**src/rtl/mux_pkg.sv**
```systemverilog
// Shared definitions for the N-to-1 registered selector: mode encoding and
// the helper that sizes select / channel-tag fields.
package mux_pkg;

    typedef enum logic {
        MODE_DIRECT = 1'b0,
        MODE_SCAN   = 1'b1
    } mux_mode_t;

    // Width of a field able to hold any channel index 0..nch-1 (never below 1).
    function automatic int sel_width(input int nch);
        return (nch < 2) ? 1 : $clog2(nch);
    endfunction

endpackage

```
**src/rtl/mux_scan_ctr.sv**
```systemverilog
// Round-robin channel counter for scan mode. Holds scan_ch, dwell_cnt and
// prev_mode. Entering scan mode restarts at channel 0 in the same cycle, so a
// capture on that cycle already sees channel 0 on scan_ch.
module mux_scan_ctr
    import mux_pkg::*;
#(
    parameter int NCH   = 4,
    parameter int DWELL = 1,
    localparam int SELW = sel_width(NCH)
) (
    input  logic            clk,
    input  logic            rst_n,
    input  logic            advance,
    input  logic            mode,
    output logic [SELW-1:0] scan_ch
);

    localparam int CW = $clog2(DWELL + 1);

    mux_mode_t       prev_mode;
    logic [SELW-1:0] ch_q;
    logic [CW-1:0]   dwell_cnt;
    logic            restart;
    logic [SELW-1:0] ch_cur;
    logic [CW-1:0]   cnt_cur;

    // A DIRECT->SCAN edge overrides the stored counters for this cycle.
    assign restart = (mode == MODE_SCAN) && (prev_mode == MODE_DIRECT);
    assign ch_cur  = restart ? '0 : ch_q;
    assign cnt_cur = restart ? '0 : dwell_cnt;
    assign scan_ch = ch_cur;

    // Counter state: dwell per channel, wrap at NCH-1 so unused codes are skipped.
    always_ff @(posedge clk or negedge rst_n) begin
        if (!rst_n) begin
            prev_mode <= MODE_DIRECT;
            ch_q      <= '0;
            dwell_cnt <= '0;
        end else begin
            prev_mode <= mux_mode_t'(mode);
            if (advance) begin
                if (cnt_cur == CW'(DWELL - 1)) begin
                    dwell_cnt <= '0;
                    ch_q      <= (ch_cur == SELW'(NCH - 1)) ? '0 : ch_cur + 1'b1;
                end else begin
                    dwell_cnt <= cnt_cur + 1'b1;
                    ch_q      <= ch_cur;
                end
            end else if (restart) begin
                ch_q      <= '0;
                dwell_cnt <= '0;
            end
        end
    end

endmodule

```
**src/rtl/mux_nto1_reg.sv**
```systemverilog
// N-channel, W-bit registered selector with active-low enable, direct or
// round-robin scan channel choice and a valid/ready output handshake.
// Optional macro MUX_PARITY_EN adds y_par, the XOR of the captured slice.
module mux_nto1_reg
    import mux_pkg::*;
#(
    parameter int WIDTH = 1,
    parameter int NCH   = 4,
    parameter int DWELL = 1,
    localparam int SELW = sel_width(NCH)
) (
    input  logic                 clk,
    input  logic                 rst_n,
    input  logic                 en_n,
    input  logic                 mode,
    input  logic [SELW-1:0]      sel,
    input  logic [NCH*WIDTH-1:0] d_in,
    input  logic                 out_ready,
    output logic [WIDTH-1:0]     y_out,
    output logic                 y_valid,
    output logic [SELW-1:0]      y_ch
`ifdef MUX_PARITY_EN
    ,
    output logic                 y_par
`endif
);

    logic            slot_free;
    logic            capture;
    logic [SELW-1:0] scan_ch;
    logic [SELW-1:0] ch;
    logic [WIDTH-1:0] slice;

    // The output register may load when empty or being drained this cycle.
    assign slot_free = !y_valid || out_ready;
    assign capture   = slot_free && !en_n;
    assign ch        = (mode == MODE_SCAN) ? scan_ch : sel;

    mux_scan_ctr #(
        .NCH   (NCH),
        .DWELL (DWELL)
    ) u_scan_ctr (
        .clk     (clk),
        .rst_n   (rst_n),
        .advance (capture && (mode == MODE_SCAN)),
        .mode    (mode),
        .scan_ch (scan_ch)
    );

    // Channel slice; codes at or above NCH match nothing and read as zero.
    always_comb begin
        slice = '0;
        for (int k = 0; k < NCH; k++) begin
            if (ch == SELW'(k)) slice = d_in[k*WIDTH +: WIDTH];
        end
    end

    // Output register: load on capture, clear on disabled slot, hold on stall.
    always_ff @(posedge clk or negedge rst_n) begin
        if (!rst_n) begin
            y_out   <= '0;
            y_valid <= 1'b0;
            y_ch    <= '0;
`ifdef MUX_PARITY_EN
            y_par   <= 1'b0;
`endif
        end else if (slot_free) begin
            if (en_n) begin
                y_out   <= '0;
                y_valid <= 1'b0;
`ifdef MUX_PARITY_EN
                y_par   <= 1'b0;
`endif
            end else begin
                y_out   <= slice;
                y_valid <= 1'b1;
                y_ch    <= ch;
`ifdef MUX_PARITY_EN
                y_par   <= ^slice;
`endif
            end
        end
    end

endmodule
```
**config.mk**
```make
export PLATFORM = sky130hd
export DESIGN_NAME = mux_nto1_reg
export DESIGN_NICKNAME = d
export VERILOG_FILES = /design/src/rtl/mux_pkg.sv /design/src/rtl/mux_scan_ctr.sv /design/src/rtl/mux_nto1_reg.sv
export SDC_FILE = /design/constraint.sdc
export NUM_CORES = 1
export LEC_CHECK = 0
export CAP_MARGIN = 20
export CORE_AREA = 2 2 39 41
export DETAILED_ROUTE_END_ITERATION = 16
export DIE_AREA = 0 0 41 43
export PLACE_DENSITY = 0.68
export SYNTH_ARGS = -nofsm -noshare
export SYNTH_HDL_FRONTEND = slang
export SYNTH_HIERARCHICAL = 1
export SYNTH_SLANG_ARGS = --single-unit
```
**constraint.sdc**
```tcl
create_clock -name clk -period 1.8 [get_ports clk]
set_input_delay 0.54 -clock clk [delete_from_list [all_inputs] [get_ports clk]]
set_output_delay 0.54 -clock clk [all_outputs]
set_load 0.01 [all_outputs]
```
# Yosys cells after proc, flatten, opt, wreduce, memory -nomap -nowiden
# Index checks and enable logic that the tools add are counted.
# word_totals
elab_cells	36
input_bits	11
register_bits	8
out_inout_bits	4
# classes
n_mux	14
n_eq_ne	4
bitwise_logic	2
reduce_logical	8
add_sub_neg	2
# ops
operator	n
2-bit 2-to-1 mux	5
1-bit 2-to-1 mux	9
2-bit == test, second input constant	3
1-bit logical AND	3
2-bit by 1-bit adder with 2-bit output, second input constant	1
2-bit by 1-bit == test with 1-bit output, second input constant	1
1-bit zero test	2
2-bit zero test	1
1-bit inverter	2
2-bit AND reduction	1
1-bit adder, second input constant	1
1-bit logical OR	1

# Longest topological paths before layout
# depth
depth_word	10
ltp_mapped	6
ltp_nobuf	6

# Hierarchy
# Netlist, hierarchy kept.
# by_module_without_submodules
module	area_each_um2	cells_each	n_inst	seq_area_each_um2
mux_nto1_reg	232.7	26	1	100.1
mux_scan_ctr	176.4	18	1	100.1

# Worst setup path before layout
# OpenSTA, ideal clock, no wires.
# synth_path
kind	input -> register
start	in mode
end	reg y_out
setup_time_ns	0.122
t_arrival_ns	1.327
required_time_ns	1.678
n_path_buf	0
slack_ns	0.352
stages	5
path_cell_list	nand2b_1 > and2_1 > mux2i_1 > o22ai_1 > a32o_1
# synth_between
elab_chain_cells	9
word_cells_on_any_way	12
cone_classes	eq/ne: 3; mux: 7; reduce/logical: 2
# synth_rtl
element	line_no	text
start: declaration	mux_nto1_reg.sv:15	input logic mode,
1-bit logical AND (*)	mux_scan_ctr.sv:28	assign restart = (mode == MODE_SCAN) && (prev_mode == MODE_DIRECT);
2-bit 2-to-1 mux (*)	--	
via scan_ch[0]	mux_nto1_reg.sv:30	logic [SELW-1:0] scan_ch;
2-bit 2-to-1 mux (*)	mux_nto1_reg.sv:37	assign ch = (mode == MODE_SCAN) ? scan_ch : sel;
2-bit zero test	mux_nto1_reg.sv:54	if (ch == SELW'(k)) slice = d_in[k*WIDTH +: WIDTH];
1-bit 2-to-1 mux (3 in series)	mux_nto1_reg.sv:54	
1-bit 2-to-1 mux (*)	mux_nto1_reg.sv:54	
1-bit 2-to-1 mux (*)	mux_nto1_reg.sv:68	if (en_n) begin
end signal: assignment	mux_nto1_reg.sv:75	y_out <= slice;
end: declaration	mux_nto1_reg.sv:19	output logic [WIDTH-1:0] y_out,
# Mark *: on every way through the listed nets, which the timed path passes. The rest lies on a longest branch.
# A chain may end at the register's enable or synchronous reset.

# Worst setup path after layout
# Ends and elaborated chain as after synthesis.

==> results.ini <==
[outcome]
status=complete, no violations

[final_layout]
layout-drive-gt1-share_pct=19.1
area_delta_synth_final_pct=58.1
fill_cells=147
regArea_um2=200
multiInputGateArea_um2=208
final_util_pct=46.7
fin_nets=81
antennaDiodeCount=0

[setup_path]
critPathRequiredTime_ns=1.99
max_stage_delay_ns=0.48
cp.arrival_ns=1.91
endpoint_kind=flop
crit_fanout=3
worst-path-buf-inv=2
cp_cell_sequence=clkdlybuf4s50_1 > nand2b_1 > and2_4 > mux2i_1 > buf_4 > nand2_1 > o21ai_1 > a32o_1
critPathKind=primary input to flop
start_kind=primary input
critPathTopFamily=buffers and inverters
cp_slowest_cell=clkdlybuf4s50_1

[placement]
io_buffers=14
dp_hpwl_um=726
place_congestion=0.750
post-place-ws_ns=-0.177

[clock_network]
cts_hold_buf=0
numCtsBuffers=3
htreeDepth=1
clock_path_buffers=2
clkTransAtPathRegs_ns=0.05
clkSinkCount=8
clk_latency_ns=0.25
clock-root-buffer=clkbuf_4
cts_tree=built

[pwr]
cellPowerDensity_nw_per_um2=733
power_frac_seq_pct=44.5
clkPwrFrac_pct=27.6
vdd_drop_max_v=0.000422
swShare_pct=24.9
p_leak_nw=0.284
p_switching_mw=0.118
p_int_mw=0.357
comb_power_share_pct=27.9

[drt]
detail_route.first_pass.iterations=3
wl_per_cell_um=10.6
via_count=387
drt-total-wl_um=893
vias_per_cell=4.61
drt_iter0_drc=5
post-route-drc-count=0
antenna_left=0

[sta]
setup_ws_ns=0.0756
relSlewSlack_pct=75.9
finalSetupViolations=0
worstMarginPinSlew_ns=0.361
fmax_ghz=0.580
finalClockSkew_ns=0.00299
drv_slew=0
hold_viol_final=0
setup-tns-final_ns=0
fin_crit_sh_pct=95.8
layout_min_cycle_time_ns=1.72

[synth]
syn_inst=44
synthesis.area_um2=409
synth-xor-area-share_pct=2.14
yosys_warnings=6
syn_nets=55
ys_seq_area_share_pct=48.9
synth-compound-area-share_pct=11.6
synth_simple_gate_area_share_pct=33.9
synth_edf_count=0
synth.distinct_cells=19
synth_fa_ha_area_share_pct=0
ys_async_sr_fraction_pct=100
yosys-mux-area-fraction_pct=2.45
avgSynthCellArea_um2=9.30
ys.flop_type=dfrtp_1
synth_top_family_by_area=simple AND/OR/NAND/NOR gates
synth_seq_cells=8

[global_routing]
grt_pass1_wl_mm=1.44
antenna_found_initial=0
grt_pass1_vias=388
overflow=0
grt_usage_pct=12.3
grt_max_degree=9

[die]
coreArea_um2=1380
die_h_um=43
io-pin-count=15
start_util_pct=29.6
die_width_um=41
die_area_um2=1760
rows=14

[min_path]
min-delay-path-class=flop to flop

[flow_run]
maxCapViolCount=0

synth_stat cells, types with 2 or more instances:
master    n  area share [%]
o21ai_1   2             2.4
dfrtp_1   8              49
nand2_1   4             3.7
a21oi_1   3             3.7
and2_1    3             4.6
nor2_1    6             5.5
nand2b_1  3             4.6
nor2b_1   4             6.1
sequential cells by signal, summed over array words and instances, names as in the netlist:
register and flops:
u_scan_ctr/ch_q 2, y_ch 2, u_scan_ctr/prev_mode 1, y_valid 1
u_scan_ctr/dwell_cnt 1, y_out 1
power by group through the flow:
stage | Clock [mW] | Combinational (mW) | Sequential [mW]
global placement | 0 | 0.126 | 0.213
CTS | 0.145 | 0.128 | 0.211
global route | 0.153 | 0.147 | 0.214
finish | 0.131 | 0.132 | 0.211
floorplan | 0 | 0.0473 | 0.218
detailed placement | 0 | 0.127 | 0.214
final timing paths:
check,start,endpoint,slack [ns],cells past startpoint
max,mode,y_out,0.08,8
min,y_out,y_out,0.50,1
max reg2reg,u_scan_ctr/prev_mode,y_out,0.40,7
min reg2reg,y_out,y_out,0.50,1
max in group asynchronous,rst_n,u_scan_ctr/ch_q[1],0.97,1
min in group asynchronous,rst_n,y_out,0.57,1
placed cells by master, fill, tap and decap left out, drive strengths merged, types with 2 or more instances in the layout:
cell type / netlist / final
nand2: 4 / 4
nand2b: 4 / 4
clkdlybuf4s50: 0 / 14
a21oi: 3 / 3
dfrtp: 8 / 8
buf: 0 / 7
clkbuf: 0 / 3
and2: 3 / 3
o21ai: 2 / 2
nor2: 6 / 6
nor2b: 4 / 4
kinds of logic after synthesis:
family / count (synthesis)
AO/OA/AOI/OAI: 8
XOR/XNOR: 1
buffers and inverters: 1
flip-flops: 8
multiplexers: 1
AND/OR/NAND/NOR: 25
layout make-up:
class                   count  area share, %
inverters                   1          0.580
repair buffers             21           29.8
well taps                  16           3.09
clock buffers               3           3.48
flip-flops and latches      8           30.9
multi-input cells          35           32.1
stage by stage:
step,area [um^2],total power [mW],instances,hold WS (ns)
after floorplan,409,0.266,44,0.244
after CTS,637,0.484,83,0.513
after detailed placement,614,0.342,80,0.500
after global placement,614,0.339,80,0.480
after global routing,647,0.515,84,0.549
final,647,0.474,84,0.501
layer usage:
metal	global-route usage, %	routed length, um	up-vias
met5	0	0	-
met4	4.00	0	0
met3	7.85	92	0
met2	20.3	421	15
met1	11.8	380	175
li1	-	-	197
what timing repair did:
item | 4_1_cts | 5_1_grt
gates resized for setup | 0 | 1
hold endpoints to repair | 0 | 0
endpoints found under the setup margin | 0 | 1
setup buffers | 0 | 1
(Power assumes the default switching activity.)
==> RTL edit 1, RTL diff (config.mk and constraints unchanged) <==
`NCH` is set to 4 in 2 places; all go to 2.
--- a/src/rtl/mux_scan_ctr.sv
+++ b/src/rtl/mux_scan_ctr.sv
@@ -4,7 +4,7 @@
 module mux_scan_ctr
     import mux_pkg::*;
 #(
-    parameter int NCH   = 4,
+    parameter int NCH   = 2,
     parameter int DWELL = 1,
     localparam int SELW = sel_width(NCH)
 ) (
--- a/src/rtl/mux_nto1_reg.sv
+++ b/src/rtl/mux_nto1_reg.sv
@@ -5,7 +5,7 @@
     import mux_pkg::*;
 #(
     parameter int WIDTH = 1,
-    parameter int NCH   = 4,
+    parameter int NCH   = 2,
     parameter int DWELL = 1,
     localparam int SELW = sel_width(NCH)
 ) (
Ports: changed (resized d_in, sel and y_ch); port bits go from 15 to 11. The function was not compared with the original's and may differ.
==> RTL edit 1 against the unedited design <==
  * First-iteration DRC count fell by 60%
  * Synthesized area fell by 31%
  * Routed wire length fell by 40%
  * Count of clock-buffer cells in the layout did not move
  * Design area fell by 31%
  * Sequential cell count fell by 2
  * Critical path type unchanged
  * Worst setup slack improved by 0.028 ns
  * Power fell by 24%
==> RTL edit 1: results (changes against the unedited design) <==
Synth cell types=15 (was 19); first-pass GRT wire length=897 um (was 1440 um); vias in the first global route=229 (was 388); dpl hpwl=412 um (was 726 um); number of port buffers=10 (was 14); register area share after synthesis=53.1% (was 48.9%); DR iter-0 viols=2 (was 5); GRT Util Overall=8.38% (was 12.3%); status=finished clean (unchanged); Leak=0.203 nW (was 0.284 nW); Synth top cells by count=dfrtp_1 (6), nand2_1 (3) (was dfrtp_1 (8), nor2_1 (6), nand2_1 (4), nor2b_1 (4)); relative slew slack=80.8% (was 75.9%); layout cells sized above 1=36.8% (was 19.1%); wire per inst=10.0 um (was 10.6 um); Data arrival, critical path=1.84 ns (was 1.91 ns); dpl ws=-0.141 ns (was -0.177 ns); final antenna-violating net count=0 (unchanged); first-pass detailed-route iteration total=4 (was 3); largest net degree at the start of global routing=7 (was 9); sequential power=0.000156 W (was 0.000211 W); maximum fanout along the worst path=2 (was 3); H-tree depth=1 (unchanged); GP Congestion=0.675 (was 0.750); vias=221 (was 387); WHS Path Cells=2 (was 1); DR DRC count=0 (unchanged); Reg2Reg Depth=5 (was 7); post-placement cell area=425 um^2 (was 614 um^2); Clock Path Buffers=2 (unchanged); # nets final=48 (was 81); Layout Skew=0.00387 ns (was 0.00299 ns); fill count=141 (was 147); VDD IR-drop max=0.360 mV (was 0.422 mV); Root Driver=clkbuf_4 (unchanged); post-synth net total=30 (was 55); clock-net power=0.000121 W (was 0.000131 W); Psw=0.0000822 W (was 0.000118 W); Synth area leaders=dfrtp_1 (53%), mux2_4 (5.3%), nand2b_4 (4.9%) (was dfrtp_1 (49%), nor2b_1 (6.1%), nor2_1 (5.5%))
RTL edit 1: cell type report:
class / instances / area [um^2] / share of cell area, %
repair buffers: 13 / 123 / 27.4
multi-input cells: 16 / 133 / 29.6
well taps: 16 / 20.0 / 4.47
clock buffers: 3 / 22.5 / 5.03
flip-flops and latches: 6 / 150 / 33.5
RTL edit 1: critical path: stages:
cell and delay [ns]:
clkdlybuf4s50_1 0.52, nand2b_4 0.06, and2_4 0.15, mux2_4 0.27, mux2i_1 0.13, o31ai_2 0.17
RTL edit 1: final timing paths:
| kind | start | end | slack [ns] |
|---|---|---|---|
| max | mode | y_out | 0.10 |
| min reg2reg | y_out | y_out | 0.50 |
| max in group asynchronous | rst_n | y_ch | 1.03 |
| min in group asynchronous | rst_n | u_scan_ctr/ch_q | 0.55 |
| min | y_out | y_out | 0.50 |
| max reg2reg | u_scan_ctr/prev_mode | y_out | 0.50 |
RTL edit 1: metal layers:
metal / vias to the layer above / routed length [um] / GRT usage (%)
met5: - / 0 / 0
met2: 9 / 274 / 11.9
met3: 0 / 27 / 3.14
met1: 104 / 238 / 8.85
met4: 0 / 0 / 8.00
li1: 108 / - / -
RTL edit 1: cells by family after synthesis:
logic type	count (synthesis)	synth area share, %
and+or+nand+nor	10	24.8
DFF	6	53.1
muxes	3	12.8
AOI/OAI and AO/OA	3	9.29
RTL edit 1: metrics by stage:
step	power, W	cells
floorplan	0.000194	22
global placement	0.000243	51
detailed placement	0.000243	51
CTS	0.000371	54
global route	0.000388	54
finish	0.000362	54
==> RTL edit 2, RTL diff (same settings) <==
Without the edit above. Add an input register stage for `mode`, without a reset; this delays it by one clock. The other inputs are not delayed to match. Comments in the files are not updated.
--- a/src/rtl/mux_nto1_reg.sv
+++ b/src/rtl/mux_nto1_reg.sv
@@ -25,6 +25,12 @@
 `endif
 );
 
+    logic mode_q;
+
+    always_ff @(posedge clk) begin
+        mode_q <= mode;
+    end
+
     logic            slot_free;
     logic            capture;
     logic [SELW-1:0] scan_ch;
@@ -34,7 +40,7 @@
     // The output register may load when empty or being drained this cycle.
     assign slot_free = !y_valid || out_ready;
     assign capture   = slot_free && !en_n;
-    assign ch        = (mode == MODE_SCAN) ? scan_ch : sel;
+    assign ch        = (mode_q == MODE_SCAN) ? scan_ch : sel;
 
     mux_scan_ctr #(
         .NCH   (NCH),
@@ -42,8 +48,8 @@
     ) u_scan_ctr (
         .clk     (clk),
         .rst_n   (rst_n),
-        .advance (capture && (mode == MODE_SCAN)),
-        .mode    (mode),
+        .advance (capture && (mode_q == MODE_SCAN)),
+        .mode    (mode_q),
         .scan_ch (scan_ch)
     );
 
Behaviour: not the same (a bounded check fails within 4 cycles, from zero or initial values and one cycle with rst_n low).
==> RTL edit 2 against the unedited design <==
  * Worst setup slack improved by 0.024 ns
  * Routed wire length down 2.9%
  * Design area is 4.6% lower
  * Global-route usage decreased by 0.49 points
  * Die area did not move
  * Power is 8.0% higher
  * Sequential cell count up 1
  * Highest routed layer is now met4
  * Synthesized area down 2.1%
  * Worst hold slack better by 0.0035 ns
==> RTL edit 2: results (changes against the unedited design) <==
status=finished clean (unchanged); Synth area leaders=dfrtp_1 (50%), mux2i_1 (10%), nor2_1 (5.6%) (was dfrtp_1 (49%), nor2b_1 (6.1%), nor2_1 (5.5%)); M3 GR Usage=3.14% (was 7.85%); VDD IR-drop max=0.345 mV (was 0.422 mV); maximum fanout along the worst path=2 (was 3); Non-Filler Instances=75 (was 84); post-synth net total=48 (was 55); post-placement cell area=591 um^2 (was 614 um^2); Data arrival, critical path=1.16 ns (was 1.91 ns); sw frac=25.5% (was 24.9%); Leak=0.281 nW (was 0.284 nW); register area share after synthesis=55.0% (was 48.9%); relative slew slack=75.7% (was 75.9%); first-pass detailed-route iteration total=4 (was 3); dpl ws=-0.0529 ns (was -0.177 ns); Layout Skew=0.00683 ns (was 0.00299 ns); met2 Use GR=15.9% (was 20.3%); dpl hpwl=683 um (was 726 um); fill count=131 (was 147); postcts setup bufs=0 (unchanged); layout cells sized above 1=15.3% (was 19.1%); vias per cell=4.47 (was 4.61); GRT Util Overall=11.8% (was 12.3%); Synth top cells by count=dfrtp_1 (8), nor2_1 (6), mux2i_1 (4) (was dfrtp_1 (8), nor2_1 (6), nand2_1 (4), nor2b_1 (4)); DR iter-0 viols=3 (was 5); first-pass GRT wire length=1360 um (was 1440 um); Max stage delay on crit path=0.55 ns (was 0.48 ns); Gate Count Post-Synth=37 (was 44); placed insts=71 (was 80); total wire length=867 um (was 893 um); GP Congestion=0.751 (was 0.750); CTS clock-pin slew for the worst setup and hold paths=0.07 ns (was 0.05 ns); vias in the first global route=316 (was 388); GR Util met1=15.8% (was 11.8%)
RTL edit 2: changes by cell type in the layout (fill, tap and decap cells not counted), moves of 2 or more:
cell     change
buf_4        -3
mux2i_1      +3
nand2_1      -2
nor2b_1      -2
RTL edit 2: layout make-up:
| cell class | instances | area, um^2 | share of cell area, % |
|---|---|---|---|
| Clock buffer | 4 | 26.3 | 4.26 |
| Multi-Input combinational cell | 28 | 180 | 29.2 |
| Sequential cell | 9 | 220 | 35.7 |
| Tap cell | 16 | 20.0 | 3.25 |
| Timing Repair Buffer | 18 | 170 | 27.6 |
RTL edit 2: kinds of logic (layout without fill, tap and decap cells):
family                 after synthesis  after routing  synth area share (%)
AND/OR/NAND/NOR                     18             18                  23.4
flip-flops                           9              9                  55.0
buffers and inverters                0             22                     0
XOR/XNOR                             1              1                  2.19
AO/OA/AOI/OAI                        4              4                  5.94
multiplexers                         5              5                  13.4
RTL edit 2: path summary, 6_finish.rpt:
kind | from | cells past startpoint | slack (ns) | endpoint
max in group asynchronous | rst_n | 1 | 0.98 | y_out
min reg2reg | mode_q | 1 | 0.50 | u_scan_ctr/prev_mode
min | mode_q | 1 | 0.50 | u_scan_ctr/prev_mode
max reg2reg | u_scan_ctr/prev_mode | 6 | 0.18 | y_out
max | y_out | 1 | 0.1 | y_out
min in group asynchronous | rst_n | 1 | 0.55 | u_scan_ctr/ch_q[0]
RTL edit 2: power groups by stage:
stage,registers [W],clock network [W],logic [W]
after floorplan,0.000244,0,0.0000455
after global placement,0.000238,0,0.000119
after detailed placement,0.000239,0,0.000121
after CTS,0.000235,0.000160,0.000122
after global routing,0.000237,0.000173,0.000130
final,0.000235,0.000157,0.000121
RTL edit 2: per-layer routing:
layer  wire length (um)  up-vias
met2                432        9
met3                 32        2
met4                 14        0
li1                   -      170
met5                  0        -
met1                387      154
